## src/rtl/asm_volume_param.sv

```systemverilog
// asm_volume_param: saturating volume level with mute, two BCD display digits and a change pulse.
// Latency: action visible 2 clk after the edge that first samples a button high; mudou_volume lasts 1 clk.
// Backpressure: none; presses seen while an action is pending or a button is still held are dropped.
// Optional macro AUTO_REPEAT_EN: a steadily held up/down button repeats after HOLD_CYCLES, then every
// REPEAT_CYCLES (both must be >= 2 so the repeat spacing matches the parameter exactly).
module asm_volume_param #(
    parameter int MAX_VOL       = 10,
    parameter int STEP          = 1,
    parameter int RESET_VOL     = 0,
    parameter int HOLD_CYCLES   = 50,
    parameter int REPEAT_CYCLES = 20,
    localparam int W = $clog2(MAX_VOL + 1)
) (
    input  logic         clk,
    input  logic         reset,
    input  logic         aumenta,
    input  logic         diminui,
    input  logic         mute,
    output logic [3:0]   volume1,
    output logic [3:0]   volume0,
    output logic [W-1:0] nivel,
    output logic         mudo,
    output logic         mudou_volume
);

    typedef enum logic [1:0] {
        ESPERA  = 2'd0,
        EXECUTA = 2'd1,
        SOLTA   = 2'd2
    } state_t;

    localparam int         WX    = W + 1;
    localparam logic [W:0] MAX_X = WX'(MAX_VOL);
    localparam logic [W:0] STP_X = WX'(STEP);
    localparam logic [W-1:0] RST_LVL = W'(RESET_VOL);

    // Parameter sanity, caught at elaboration
    if (MAX_VOL < 1 || MAX_VOL > 99) begin : g_bad_max
        $error("asm_volume_param: MAX_VOL must be 1..99");
    end
    if (STEP < 1 || STEP > MAX_VOL) begin : g_bad_step
        $error("asm_volume_param: STEP must be 1..MAX_VOL");
    end
    if (RESET_VOL < 0 || RESET_VOL > MAX_VOL) begin : g_bad_rst
        $error("asm_volume_param: RESET_VOL must be 0..MAX_VOL");
    end
    if (HOLD_CYCLES < 2 || REPEAT_CYCLES < 2) begin : g_bad_rpt
        $error("asm_volume_param: HOLD_CYCLES and REPEAT_CYCLES must be >= 2");
    end

    // Button bit order: {mute, aumenta, diminui}
    logic [2:0]   btn_d, btn_q, hist_q;
    logic         press;
    logic         rpt_fire;
    logic         exec_en;
    state_t       state_q, state_d;
    logic [W-1:0] nivel_q, nivel_d;
    logic         mudo_q, mudo_d;
    logic         mudou_q, mudou_d;
    logic [W:0]   nivel_x;
    logic [W:0]   up_sum;
    logic [W-1:0] disp_q, disp_d;
    logic [6:0]   disp7;

    assign btn_d = {mute, aumenta, diminui};
    assign press = |(btn_q & ~hist_q);

    // Sample buttons once and keep one cycle of history; both start high so a button held through reset is ignored
    always_ff @(posedge clk) begin
        if (reset) begin
            btn_q  <= 3'b111;
            hist_q <= 3'b111;
        end else begin
            btn_q  <= btn_d;
            hist_q <= btn_q;
        end
    end

`ifdef AUTO_REPEAT_EN
    localparam int CMAX = (HOLD_CYCLES > REPEAT_CYCLES) ? HOLD_CYCLES : REPEAT_CYCLES;
    localparam int CW   = $clog2(CMAX + 1);
    localparam logic [CW-1:0] HOLD_LIM = CW'(HOLD_CYCLES - 2);
    localparam logic [CW-1:0] REP_LIM  = CW'(REPEAT_CYCLES - 2);

    logic [CW-1:0] cnt_q, cnt_d;
    logic          rep_q, rep_d;
    logic          single_held;

    // Only one direction button, unchanged since last cycle, keeps the repeat timer alive
    assign single_held = ((btn_q == 3'b010) || (btn_q == 3'b001)) && (btn_q == hist_q);
    assign rpt_fire    = (state_q == SOLTA) && single_held &&
                         (cnt_q == (rep_q ? REP_LIM : HOLD_LIM));

    // Repeat timer: counts SOLTA cycles since the last action; first gap is HOLD, later gaps REPEAT
    always_comb begin
        cnt_d = '0;
        rep_d = rep_q;
        case (state_q)
            ESPERA:  rep_d = 1'b0;
            EXECUTA: rep_d = rep_q;
            SOLTA: begin
                if (!single_held) begin
                    rep_d = 1'b0;
                end else if (rpt_fire) begin
                    rep_d = 1'b1;
                end else begin
                    cnt_d = cnt_q + 1'b1;
                end
            end
            default: rep_d = 1'b0;
        endcase
    end

    // Repeat timer registers
    always_ff @(posedge clk) begin
        if (reset) begin
            cnt_q <= '0;
            rep_q <= 1'b0;
        end else begin
            cnt_q <= cnt_d;
            rep_q <= rep_d;
        end
    end
`else
    assign rpt_fire = 1'b0;
`endif

    // FSM state register
    always_ff @(posedge clk) begin
        if (reset) begin
            state_q <= ESPERA;
        end else begin
            state_q <= state_d;
        end
    end

    // FSM next state: one action per press, then wait for every button to be released
    always_comb begin
        state_d = state_q;
        case (state_q)
            ESPERA:  if (press) state_d = EXECUTA;
            EXECUTA: state_d = SOLTA;
            SOLTA: begin
                if (btn_q == 3'b000) begin
                    state_d = ESPERA;
                end else if (rpt_fire) begin
                    state_d = EXECUTA;
                end
            end
            default: state_d = ESPERA;
        endcase
    end

    // FSM outputs: the action strobe
    always_comb begin
        exec_en = (state_q == EXECUTA);
    end

    // Level/mute update: mute wins, up and down together cancel, arithmetic saturates in W+1 bits
    always_comb begin
        nivel_d = nivel_q;
        mudo_d  = mudo_q;
        nivel_x = {1'b0, nivel_q};
        up_sum  = nivel_x + STP_X;
        if (exec_en) begin
            if (btn_q[2]) begin
                mudo_d = ~mudo_q;
            end else if (btn_q[1] ^ btn_q[0]) begin
                mudo_d = 1'b0;
                if (btn_q[1]) begin
                    nivel_d = (up_sum > MAX_X) ? W'(MAX_X) : W'(up_sum);
                end else begin
                    nivel_d = (nivel_x >= STP_X) ? W'(nivel_x - STP_X) : '0;
                end
            end
        end
    end

    assign disp_q  = mudo_q ? '0 : nivel_q;
    assign disp_d  = mudo_d ? '0 : nivel_d;
    assign mudou_d = (disp_d != disp_q);

    // Level, mute and change-pulse registers
    always_ff @(posedge clk) begin
        if (reset) begin
            nivel_q <= RST_LVL;
            mudo_q  <= 1'b0;
            mudou_q <= 1'b0;
        end else begin
            nivel_q <= nivel_d;
            mudo_q  <= mudo_d;
            mudou_q <= mudou_d;
        end
    end

    assign disp7        = 7'(disp_q);
    assign volume1      = 4'(disp7 / 7'd10);
    assign volume0      = 4'(disp7 % 7'd10);
    assign nivel        = nivel_q;
    assign mudo         = mudo_q;
    assign mudou_volume = mudou_q;

endmodule

```

## config.mk

```make
export PLATFORM = sky130hd
export DESIGN_NAME = asm_volume_param
export DESIGN_NICKNAME = d
export VERILOG_FILES = /design/src/rtl/asm_volume_param.sv
export SDC_FILE = /design/constraint.sdc
export NUM_CORES = 1
export LEC_CHECK = 0
export CELL_PAD_IN_SITES_DETAIL_PLACEMENT = 1
export CELL_PAD_IN_SITES_GLOBAL_PLACEMENT = 1
export CORE_ASPECT_RATIO = 0.7
export CORE_MARGIN = 2
export CORE_UTILIZATION = 40
export CTS_BUF_LIST = sky130_fd_sc_hd__clkbuf_8
export CTS_CLUSTER_SIZE = 10
export DETAILED_ROUTE_END_ITERATION = 7
export MAX_ROUTING_LAYER = met4
export PLACE_DENSITY = 0.79
export SLEW_MARGIN = 5
export SYNTH_ARGS = -nofsm -noshare
export SYNTH_HDL_FRONTEND = slang
export SYNTH_SLANG_ARGS = --single-unit
```

## constraint.sdc

```tcl
create_clock -name clk -period 2.65 [get_ports clk]
set_input_delay 0.265 -clock clk [delete_from_list [all_inputs] [get_ports clk]]
set_output_delay 0.265 -clock clk [all_outputs]
set_load 0.05 [all_outputs]
```

==> impl_metrics.toml, run 1 <==
[yosys]
postSynthCellCount = 130
async_reset_ff_share_pct = 0
yosys-top-cells-area = "dfxtp_1 (26%), ha_1 (8.1%), a21oi_1 (4.2%), nand2b_1 (4.1%), nor2_1 (3.5%)"
synth.distinct_cells = 50
synth_area_sq_mm = 0.00108
synth_warnings = 0
synth.avg_cell_area_sq_um = 8.30
ys_seq_area_share_pct = 26.0
synth_edf_count = 0
synth-seq-cells = 14
synth_ff_type = "dfxtp_1"
synth_top_area_share_pct = 26.0
yosysTopAreaCell = "dfxtp_1"

[global_routing]
grt_max_degree = 16
grt_usage_pct = 21.0
grt_pass1_vias = 954
gr-total-overflow = 0
grt_pass1_wl_mm = 4.73
antenna_found_initial = 0

[sta]
setup_viol = 0
max_clock_freq_mhz = 431
relSlewSlack_pct = 64.3
fin_tns_setup_ps = 0
skew_ps = 3.64
worst_slack_ps = 329
slew_violations = 0
rsz0062_at_grt = "no"
hold_viol = 0
min_period_over_period_pct = 87.6
fin_crit_ps = 2320
worst_pin_slew_ps = 534

[clocking]
cts_tree = "done"
cts_max_level = 1
cts_buffers = 3
cts_setup_buffers = 0
clk_root_buffer_cell = "clkbuf_8"
cts_hold_buffers = 0
clk_pin_slew_ps = 60
cts_num_sinks = 14
clockBufferDepth = 2
clk_latency_ps = 250
cts_resized = 0

[place]
io_buffer_count = 15
gp_congestion = 0.932
dpl.hpwl_mm = 2.13
dp.cells = 172
post-place-ws_ps = 346

[power_and_ir_drop]
p_per_area_mw_per_mm2 = 383
vdd_drop_max_mv = 0.257
p_total_w = 0.000503
p_leak_nw = 0.526

[layout]
final_common_cell = "dfxtp_1"
final_cell_mix = "dfxtp_1 (14), clkdlybuf4s50_1 (11), nor2_1 (10)"
syn_to_final_growth_pct = 21.6
diodes = 0
nNetsFinal = 155
fin_cells = 176
post-route-util_pct = 52.1
drive_gt1_share_pct = 22.5

[routing]
route.detailed.drc = 0
vias = 1033
drt_pass1_iterations = 4
routed_wl_mm = 2.92
viasPerCell = 5.87
detail_route.iter0.violations = 31
post_drt_wl_per_cell_microns = 16.6
ant_nets = 0

[floorplanning]
die_area_sq_mm = 0.00313
die_h_microns = 47.4
core_sq_mm = 0.00251
die_w_microns = 66.1
initial_core_util_pct = 42.9
boundaryPins = 19
std_cell_rows = 15

[worst_setup_path]
crit_path_cell_trace = "inv_1 > ha_1 > nand2b_1 > a21o_1 > o2111ai_1 > nand3_1 > a21o_2 > a41oi_2"
worstSetupPathType = "flop to flop"
crit_slowest_cell = "dfxtp_1"
crit_required_ps = 2820
crit_arrival_ps = 2490
crit_fanout = 14
crit_path_end_kind = "flop"
crit_family = "compound AO/OA/AOI/OAI gates"
crit_path_max_incr_delay_ps = 630
path_buf_inv = 1
critPathLaunchType = "flop"

[hold_path]
hp-class = "flop to flop"

[run_status]
status = "completed"

[job]
maxCapViolCount = 0
## power breakdown
part           internal (W)  switching, W  leakage [nW]   total, W
clock network      0.000132     0.0000811        0.0288   0.000213
registers          0.000218    0.00000858         0.115   0.000227
logic             0.0000247     0.0000384         0.382  0.0000631
## cells by family (layout without fill, tap and decap cells)
| family | count (synthesis) | count (layout) | synth area share [%] |
|---|---|---|---|
| AND/OR/NAND/NOR | 49 | 49 | 27.5 |
| multiplexers | 2 | 2 | 1.97 |
| AO/OA/AOI/OAI | 35 | 35 | 24.7 |
| buffers and inverters | 21 | 31 | 10.6 |
| flip-flops | 14 | 14 | 26.0 |
| other | 1 | 3 | 0.348 |
| adder cells (fa/ha/maj) | 7 | 7 | 8.12 |
| XOR/XNOR | 1 | 1 | 0.812 |
## per-stage QoR
stage	hold WS [ps]	cell area (sq um)
floorplan	337	1100
global placement	426	1260
detailed placement	441	1260
CTS	455	1310
global route	465	1310
finish	457	1310
## worst reg2reg max path: cells and delay by family, from the launching register on
kind            cells  cell delay (ps)
buf+inv             1              160
flops               1              630
compound gates      4              790
fa+ha+maj           1              380
simple gates        2              290
## cells in the mapped netlist (all sizes together), types with 2 or more instances
library cell and number:
nand2b 8, ha 7, a21oi 10, nor2 10
buf 12, o21ai 7, or2 6, inv 8
o2111ai 2, nor2b 3, and2 2, a21o 2
o22a 2, nand3b 2, o311a 2, nand2 4
nor3b 2, dfxtp 14, nor3 3, nand3 3
## sequential cells by signal, indices dropped and copies added, names as in the netlist
| signal | cells |
|---|---|
| hist_q | 3 |
| mudou_volume | 1 |
| btn_q | 3 |
| nivel | 4 |
| mudo | 1 |
| state_q | 2 |
## routing by layer
| layer | up-vias | share of wire [%] | track usage [%] |
|---|---|---|---|
| met5 | - | 0 | - |
| met4 | 0 | 0.82 | 6.12 |
| met3 | 6 | 6.0 | 2.12 |
| met2 | 55 | 46 | 36.4 |
| met1 | 498 | 47 | 26.9 |
| li1 | 474 | - | - |
## final timing paths
check | startpoint | endpoint | slack (ps) | cells after the start
hold / removal | btn_q[0]$_SDFF_PP1_ | hist_q[0]$_SDFF_PP1_ | 460 | 1
setup / recovery | nivel[0]$_SDFF_PP0_ | mudou_volume$_SDFF_PP0_ | 330 | 8
hold reg to reg | btn_q[0]$_SDFF_PP1_ | hist_q[0]$_SDFF_PP1_ | 460 | 1
setup reg to reg | nivel[0]$_SDFF_PP0_ | mudou_volume$_SDFF_PP0_ | 330 | 8
## layout make-up
type	count	area [sq um]
multi-input combinational	97	708
tap	34	42.5
timing repair buffer	19	195
inverter	8	30.0
clock buffer	4	55.1
fill	315	1200
sequential	14	280
(Power assumes the default switching activity.)
==> run 2: changes to the inputs <==
- CORE_UTILIZATION: 40 -> 48
- DONT_BUFFER_PORTS: not set -> 1
==> impl_metrics.toml, run 2 (synthesis results as in run 1) <==
[layout]
fillers = 270
drive_gt1_share_pct = 26.1
diodes = 0
post-route-util_pct = 56.9
final_common_cell = "dfxtp_1"
final_cell_mix = "dfxtp_1 (14), nor2_1 (10), buf_4 (10)"
largest_register_ff_count = 4
nNetsFinal = 148
stdcell_area_sq_mm = 0.00121
syn_to_final_growth_pct = 12.6

[power_and_ir_drop]
p_sw_w = 0.000119
power_frac_comb_pct = 11.6
p_per_area_mw_per_mm2 = 375
vdd_drop_max_mv = 0.366
clkPwrFrac_pct = 38.6
p_leak_nw = 0.501
p_total_w = 0.000456
netSwitchingFraction_pct = 26.1
power_frac_seq_pct = 49.8
p_int_w = 0.000337

[hold_path]
hp-class = "input port to flop"
holdPathStages = 1
hp-start = "reset"

[routing]
ant_nets = 0
post_drt_wl_per_cell_microns = 18.1
vias = 937
route.detailed.drc = 0
detail_route.iter0.violations = 49
routed_wl_mm = 3.00
viasPerCell = 5.64
drt_pass1_iterations = 4

[worst_setup_path]
ff2ff_path_depth = 7
crit_fanout = 7
crit_path_end_kind = "primary output"
crit_required_ps = 2380
crit_arrival_ps = 2090
worstSetupStartpoint = "nivel[1]$_SDFF_PP0_"
critPathLaunchType = "flop"
r2r-start = "btn_q[1]$_SDFF_PP1_"
worstSetupPathType = "flop to primary output"

[clocking]
cts_max_level = 1
clk_latency_ps = 250
cts_resized = 0
cts_num_sinks = 14
cts_buffers = 3
clockBufferDepth = 2
clk_root_buffer_cell = "clkbuf_8"
cts_hold_buffers = 0
cts_setup_buffers = 0
cts_tree = "done"
clk_pin_slew_ps = 60

[global_routing]
grt_max_degree = 15
grt_pass1_vias = 981
grt_usage_pct = 26.9
antenna_found_initial = 0
grt_pass1_wl_mm = 5.00
gr-total-overflow = 0

[sta]
min_period_over_period_pct = 89.0
max_clock_freq_mhz = 424
hold_viol = 0
timing.hold.ws_ps = 76.2
relSlewSlack_pct = 60.0
worst_pin_slew_ps = 598
setup_viol = 0
skew_ps = 1.14
rsz0062_at_grt = "no"
slew_violations = 0
fin_crit_ps = 2360
fin_tns_setup_ps = 0

[run_status]
status = "completed"

[place]
dpl.hpwl_mm = 2.12
gp_congestion = 0.925
dpl_cell_area_sq_mm = 0.00117
io_buffer_count = 0

[floorplanning]
die_h_microns = 43.7
core_sq_mm = 0.00214
die_area_sq_mm = 0.00265
initial_core_util_pct = 50.5
boundaryPins = 19
die_w_microns = 60.7
std_cell_rows = 14

[job]
maxCapViolCount = 0
## run 2: path summary, 6_finish.rpt
kind / to / slack [ps]
worst max-delay path: volume0[2] / 290
worst min-delay path: mudou_volume$_SDFF_PP0_ / 80
worst min register to register: state_q[0]$_SDFFE_PP0P_ / 450
worst max register to register: mudou_volume$_SDFF_PP0_ / 320
## run 2: power by group through the flow
stage | combinational, W | clock [W] | sequential [W]
floorplan | 0.0000498 | 0 | 0.000231
global placement | 0.0000495 | 0 | 0.000231
detailed placement | 0.0000515 | 0 | 0.000231
CTS | 0.0000527 | 0.000176 | 0.000227
global route | 0.0000574 | 0.000186 | 0.000228
finish | 0.0000529 | 0.000176 | 0.000227
## run 2: area by class of cell
type	instances	area, sq um	share of cell area, %
Clock buffer	3	41.3	3.40
Inverter	8	30.0	2.47
Multi-Input combinational cell	97	708	58.3
Sequential cell	14	280	23.1
Tap cell	32	40.0	3.30
Timing Repair Buffer	12	115	9.47
## run 2: routing by layer
layer	routed length [microns]	global-route usage, %	up-vias
li1	-	-	463
met1	1450	35.4	445
met2	1380	41.3	25
met3	135	6.87	4
met4	27	6.96	0
met5	0	-	-
## run 2: critical path, cell delays in order, from the launching register on
cell      delay [ps]
dfxtp_1          400
buf_4            190
nand2b_1         130
ha_1             230
inv_1             50
ha_1             200
a31o_2           190
mux2i_4          280
buf_12           160
## run 2: stage by stage
| step | setup slack [ps] | cells |
|---|---|---|
| after global routing | 73.9 | 166 |
| after floorplan | 27.2 | 132 |
| after global placement | 424 | 163 |
| after CTS | 285 | 166 |
| after detailed placement | 334 | 163 |
| final | 291 | 166 |
